===== config.mk =====
export PLATFORM = sky130hd
export DESIGN_NAME = ov7670_config_sequencer_flat
export DESIGN_NICKNAME = d
export VERILOG_FILES = /design/src/rtl/ov7670_config_sequencer_if.sv /design/src/rtl/ov7670_config_sequencer.sv /design/src/flat_wrapper.sv
export SDC_FILE = /design/constraint.sdc
export NUM_CORES = 1
export LEC_CHECK = 0
export CORE_MARGIN = 2
export CORE_UTILIZATION = 30
export DETAILED_ROUTE_END_ITERATION = 6
export PLACE_DENSITY = 0.56
export SLEW_MARGIN = 0
export SYNTH_ARGS = -nofsm -noshare
export SYNTH_HDL_FRONTEND = slang
export SYNTH_SLANG_ARGS = --single-unit

===== constraint.sdc =====
create_clock -name clk -period 2.36 [get_ports clk]
set_input_delay 0.472 -clock clk [delete_from_list [all_inputs] [get_ports clk]]
set_output_delay 0.472 -clock clk [all_outputs]
set_load 0.01 [all_outputs]

===== src/rtl/ov7670_config_sequencer_if.sv =====
// ov7670_config_sequencer_if: config ROM read port and SCCB write-request handshake
interface ov7670_config_sequencer_if #(parameter int ADDR_W = 8);
  logic [ADDR_W-1:0] rom_addr;
  logic [15:0]       rom_data;
  logic              cmd_valid;
  logic              cmd_ready;
  logic [7:0]        cmd_reg;
  logic [7:0]        cmd_val;
  modport master(output rom_addr, cmd_valid, cmd_reg, cmd_val, input rom_data, cmd_ready);
  modport slave(input rom_addr, cmd_valid, cmd_reg, cmd_val, output rom_data, cmd_ready);
endinterface


===== src/rtl/ov7670_config_sequencer.sv =====
// ov7670_config_sequencer: walks a register-table ROM and issues one SCCB write per entry
module ov7670_config_sequencer #(
  parameter int          ADDR_W       = 8,
  parameter int          DELAY_CYCLES = 240000,
  parameter logic [15:0] END_MARK     = 16'hFFFF,
  parameter logic [15:0] DELAY_MARK   = 16'hFFF0,
  parameter int          CNT_W        = 8
) (
  input  logic                         clk,
  input  logic                         rst,
  input  logic                         start,
  ov7670_config_sequencer_if.master    bus,
  output logic                         busy,
  output logic                         done,
  output logic                         overrun,
  output logic [CNT_W-1:0]             writes_done
);
  localparam int DW = DELAY_CYCLES > 1 ? $clog2(DELAY_CYCLES) : 1;
  typedef enum logic [2:0] {IDLE, FETCH, DECODE, SEND, WAIT, FIN} state_t;
  state_t            state, state_n;
  logic [ADDR_W-1:0] addr, addr_n;
  logic              valid, valid_n, busy_n, done_n, ovr_n, step;
  logic [7:0]        creg, creg_n, cval, cval_n;
  logic [CNT_W-1:0]  wd_n;
  logic [DW-1:0]     cnt, cnt_n;
  assign bus.rom_addr  = addr;
  assign bus.cmd_valid = valid;
  assign bus.cmd_reg   = creg;
  assign bus.cmd_val   = cval;
  // state and all registered outputs; reset clears everything at once, even mid-handshake
  always_ff @(posedge clk or posedge rst) begin
    if (rst) begin
      state       <= IDLE;
      addr        <= '0;
      valid       <= 1'b0;
      creg        <= '0;
      cval        <= '0;
      busy        <= 1'b0;
      done        <= 1'b0;
      overrun     <= 1'b0;
      writes_done <= '0;
      cnt         <= '0;
    end else begin
      state       <= state_n;
      addr        <= addr_n;
      valid       <= valid_n;
      creg        <= creg_n;
      cval        <= cval_n;
      busy        <= busy_n;
      done        <= done_n;
      overrun     <= ovr_n;
      writes_done <= wd_n;
      cnt         <= cnt_n;
    end
  end
  // next state; step marks an entry finished (write accepted or delay expired) so the address can advance
  always_comb begin
    state_n = state;
    addr_n  = addr;
    valid_n = valid;
    creg_n  = creg;
    cval_n  = cval;
    busy_n  = busy;
    done_n  = done;
    ovr_n   = overrun;
    wd_n    = writes_done;
    cnt_n   = cnt;
    step    = 1'b0;
    case (state)
      IDLE, FIN: if (start) begin
        state_n = FETCH;
        addr_n  = '0;
        busy_n  = 1'b1;
        done_n  = 1'b0;
        ovr_n   = 1'b0;
        wd_n    = '0;
      end
      FETCH: state_n = DECODE;
      DECODE: if (bus.rom_data == END_MARK) begin
        state_n = FIN;
        busy_n  = 1'b0;
        done_n  = 1'b1;
      end else if (bus.rom_data == DELAY_MARK) begin
        cnt_n   = DW'(DELAY_CYCLES - 1);
        state_n = WAIT;
      end else begin
        creg_n  = bus.rom_data[15:8];
        cval_n  = bus.rom_data[7:0];
        valid_n = 1'b1;
        state_n = SEND;
      end
      SEND: if (bus.cmd_ready) begin
        valid_n = 1'b0;
        wd_n    = &writes_done ? writes_done : writes_done + 1'b1;
        step    = 1'b1;
      end
      WAIT: begin
        step  = cnt == '0;
        cnt_n = step ? cnt : cnt - 1'b1;
      end
      default: state_n = IDLE;
    endcase
    if (step) begin
      state_n = &addr ? FIN : FETCH;
      addr_n  = &addr ? addr : addr + 1'b1;
      ovr_n   = &addr | ovr_n;
      busy_n  = ~&addr;
      done_n  = &addr;
    end
  end
endmodule


===== src/flat_wrapper.sv =====
// flat-port wrapper written by rule: the top's interface ports become plain ports
module ov7670_config_sequencer_flat 
#(
  parameter int          ADDR_W       = 8,
  parameter int          DELAY_CYCLES = 240000,
  parameter logic [15:0] END_MARK     = 16'hFFFF,
  parameter logic [15:0] DELAY_MARK   = 16'hFFF0,
  parameter int          CNT_W        = 8
)
  (clk, rst, start, busy, done, overrun, writes_done, bus_rom_addr, bus_cmd_valid, bus_cmd_reg, bus_cmd_val, bus_rom_data, bus_cmd_ready);
  ov7670_config_sequencer_if #(.ADDR_W(ADDR_W)) bus_i ();
  input  logic clk;
  input  logic rst;
  input  logic start;
  output logic busy;
  output logic done;
  output logic overrun;
  output logic [CNT_W-1:0] writes_done;
  output wire logic [$bits(bus_i.rom_addr)-1:0] bus_rom_addr;
  output wire logic [$bits(bus_i.cmd_valid)-1:0] bus_cmd_valid;
  output wire logic [$bits(bus_i.cmd_reg)-1:0] bus_cmd_reg;
  output wire logic [$bits(bus_i.cmd_val)-1:0] bus_cmd_val;
  input wire logic [$bits(bus_i.rom_data)-1:0] bus_rom_data;
  input wire logic [$bits(bus_i.cmd_ready)-1:0] bus_cmd_ready;
  assign bus_rom_addr = bus_i.rom_addr;
  assign bus_cmd_valid = bus_i.cmd_valid;
  assign bus_cmd_reg = bus_i.cmd_reg;
  assign bus_cmd_val = bus_i.cmd_val;
  assign bus_i.rom_data = bus_rom_data;
  assign bus_i.cmd_ready = bus_cmd_ready;
  ov7670_config_sequencer #(.ADDR_W(ADDR_W), .DELAY_CYCLES(DELAY_CYCLES), .END_MARK(END_MARK), .DELAY_MARK(DELAY_MARK), .CNT_W(CNT_W)) u_core (.clk(clk), .rst(rst), .start(start), .bus(bus_i), .busy(busy), .done(done), .overrun(overrun), .writes_done(writes_done));
endmodule

==> impl_metrics.csv <==
group,metric,value,unit
critical_path,critPathRequiredTime,2.62,ns
clock_tree,cts_hold_buffers,0,
synthesis,synth_largest_area_cell,"dfrtp_1",
synthesis,synthTopCellsByArea,"dfrtp_1 (49%), mux2_2 (7.0%), xnor2_1 (3.6%)",
synthesis,yosys.area.top_type_share,49.1,%
place,globalplace.congestion,0.773,
synthesis,ys_seq_area_share,49.1,%
floorplan,die_h,102,um
critical_path,crit_fanout,6,
job,drv_cap,0,
clock_tree,cts_tree,"yes",
synthesis,ys_ff_latch,57,
worst_hold_path,hp-class,"flop to flop",
synthesis,synthArstFlopShare,100,%
synthesis,synth.cell_area,2910,um2
floorplan,core-area,9330,um2
critical_path,worstRegToRegCells,5,
pwr,pwr-share-clk,27.7,%
floorplan,boundaryPins,56,
critical_path,crit_path_start,"u_core.cnt[10]",
synthesis,synth_edf_count,0,
floorplan,start_util,31.2,%
global_route,grt_pass1_wl,11.6,mm
sta,fin_crit_sh,91.8,%
layout,diodes,0,
place,hpwl,5.02,mm
global_route,grt_pass1_vias,2386,
sta,report.final.slew_viol_count,0,
layout,syn2layout_area_growth,36.9,%
pwr,ir_worst_vdd,0.520,mV
clock_tree,cts_resized,0,
routing,via_count,2459,
clock_tree,clk_latency,0.34,ns
pwr,cell_internal_pwr,2.66,mW
pwr,p_sw_share,30.0,%
routing,drt_pass1_iterations,4,
clock_tree,root_buffer,"clkbuf_8",
sta,fmax,0.461,GHz
layout,layout.nets,379,
clock_tree,cts_inserted_buffers,9,
critical_path,critical_path.endpoint_type,"flop",
routing,drtIter0Drc,97,
floorplan,fp-row-count,35,
sta,tns,0,ns
clock_tree,cts_setup_buffers,0,
layout,drive_gt1_share,17.5,%
clock_tree,h-tree-depth,3,
global_route,grt_overflow,0,
synthesis,avgSynthCellArea,10.3,um2
pwr,seqPwrFrac,37.5,%
pwr,switchingPower,1.14,mW
pwr,combPwrFrac,34.8,%
place,port_buffers,55,
layout,nFillCells,937,
sta,rsz0062_at_grt,"false",
floorplan,fp.dieW,102,um
synthesis,syn-instance-count,282,
sta,finClkSkew,0.00549,ns
synthesis,synth-main-ff-cell,"dfrtp_1",
layout,largest_reg_flops,18,
place,post_dp_cell_area,3750,um2
synthesis,synth_cell_types,52,
critical_path,r2r_start,"u_core.cnt[10]",
floorplan,die_area,10500,um2
routing,routed_wl,6.90,mm
critical_path,endpoint,"u_core.bus.rom_addr[5]",
sta,slew_headroom,62.5,%
sta,period_needed,2.17,ns
pwr,leakage,1.56,nW
critical_path,worstReg2RegEnd,"u_core.bus.rom_addr[5]",
run_status,status,"complete, no violations",
sta,hold_violations,0,
critical_path,cp-start-kind,"flop",
synthesis,synth_fp_nets,305,
layout,regMostFlops,"u_core.cnt",
clock_tree,clk_pin_slew,0.07,ns
routing,route.detailed.drc,0,
sta,finalSetupViolCount,0,
clock_tree,clockBufferDepth,2,
critical_path,arrival,2.43,ns
global_route,antenna_found_initial,0,
critical_path,critPathKind,"flop to flop",
synthesis,ys_warn_count,0,
sta,tightestPinTransition,0.548,ns
global_route,grt_max_degree,58,
clock_tree,numClockSinks,57,
routing,post_drt_wl_per_cell,14.1,um
routing,vias_per_cell,5.03,
pwr,power_density,954,nW/um2
global_route,track_usage,14.1,%
routing,antenna_left,0,
layout,design_area,3980,um2
critical_path,reg2reg_slack,0.19,ns
## through the flow
stage	hold slack (ns)	util, %	cells	power (mW)	setup slack (ns)
finish	0.492	42.7	489	3.80	0.192
global route	0.524	42.7	489	4.05	0.00285
CTS	0.495	42.7	489	3.86	0.173
detailed placement	0.480	40.2	474	2.78	0.0995
global placement	0.476	40.2	474	2.76	0.138
floorplan	0.489	-	282	2.04	0.254
## Yosys cell counts (2+ instances only)
| cell type | number |
|---|---|
| a2111oi_0 | 2 |
| nand3b_1 | 2 |
| and3_1 | 5 |
| clkbuf_1 | 4 |
| o211ai_1 | 5 |
| nor3_1 | 10 |
| nor2b_1 | 4 |
| nand4_1 | 8 |
| nand2_1 | 23 |
| o22ai_1 | 2 |
| xnor2_1 | 12 |
| o21ai_0 | 12 |
| a211oi_1 | 5 |
| o31ai_1 | 3 |
| a311oi_1 | 4 |
| buf_2 | 7 |
| inv_1 | 6 |
| nand3_1 | 15 |
| a21o_1 | 2 |
| or3_1 | 7 |
| nor2_1 | 17 |
| or4_1 | 2 |
| and2_1 | 3 |
| nor3b_2 | 2 |
| mux2_2 | 18 |
| ha_1 | 3 |
| nor4_1 | 2 |
| dfrtp_1 | 57 |
| or3b_2 | 2 |
| nand2b_1 | 4 |
| a21oi_1 | 13 |
## cells in the final DEF, fill, tap and decap left out, types with 4 or more instances in the layout
master	n
dfrtp_1	57
clkdlybuf4s50_1	55
nand2_1	23
mux2_2	18
nor2_1	17
buf_4	17
nand3_1	15
a21oi_1	13
xnor2_1	12
o21ai_0	12
clkbuf_8	11
nor3_1	10
nand4_1	8
or3_1	7
a211oi_1	5
and3_1	5
inv_1	5
o211ai_1	5
nand2b_1	4
nor2b_1	4
a311oi_1	4
## area by class of cell
cell class                 instances  area [um2]  area share, %
timing repair buffer              75         738           18.5
sequential                        57        1430           35.8
multi-input combinational        207        1400           35.3
clock buffer                      11         151           3.80
tap                              129         161           4.06
clock inverter                     4        76.3           1.92
inverter                           6        22.5          0.566
## critical path: stages (launching register included)
cell and delay (ns):
dfrtp_1 0.42, or4_4 0.59, nor3b_4 0.30, a21oi_2 0.12, or4_1 0.50, a21oi_1 0.16
## metal layers
layer  GRT usage (%)  up-vias  share of wire (%)
li1                -     1195                  -
met1            19.8     1205                 50
met2            21.0       53                 45
met3            4.72        6                4.3
met4            3.38        0               0.67
met5               0        -                  0
## kinds of logic (layout without fill, tap and decap cells)
logic type,after synthesis,count (layout),share of synthesized area (%)
xor gates and xnor gates,12,12,3.62
adders and majority gates,3,3,1.29
buffers and inverters,18,96,2.63
AOI/OAI and AO/OA,59,59,13.8
DFF,57,57,49.1
and+or+nand+nor,114,114,22.3
muxes,19,19,7.32
## power by group through the flow
stage                     Clock (mW)  Sequential [mW]  Combinational [mW]
after detailed placement           0             1.45                1.33
after global placement             0             1.44                1.32
after global routing            1.14             1.47                1.45
after floorplan                    0             1.49               0.557
final                           1.05             1.42                1.32
after CTS                       1.09             1.43                1.34
## worst min-delay path by stage
stage	slack, ns	from	endpoint	cells past startpoint
6_report	0.49	u_core.done	u_core.done	1
5_1_grt	0.52	u_core.done	u_core.done	1
4_1_cts	0.50	u_core.done	u_core.done	1
3_5_place_dp	0.48	u_core.done	u_core.done	1
3_3_place_gp	0.48	u_core.done	u_core.done	1
2_1_floorplan	0.49	u_core.cnt[13]	u_core.cnt[13]	2
No activity file was read; power rests on OpenSTA's default activity.
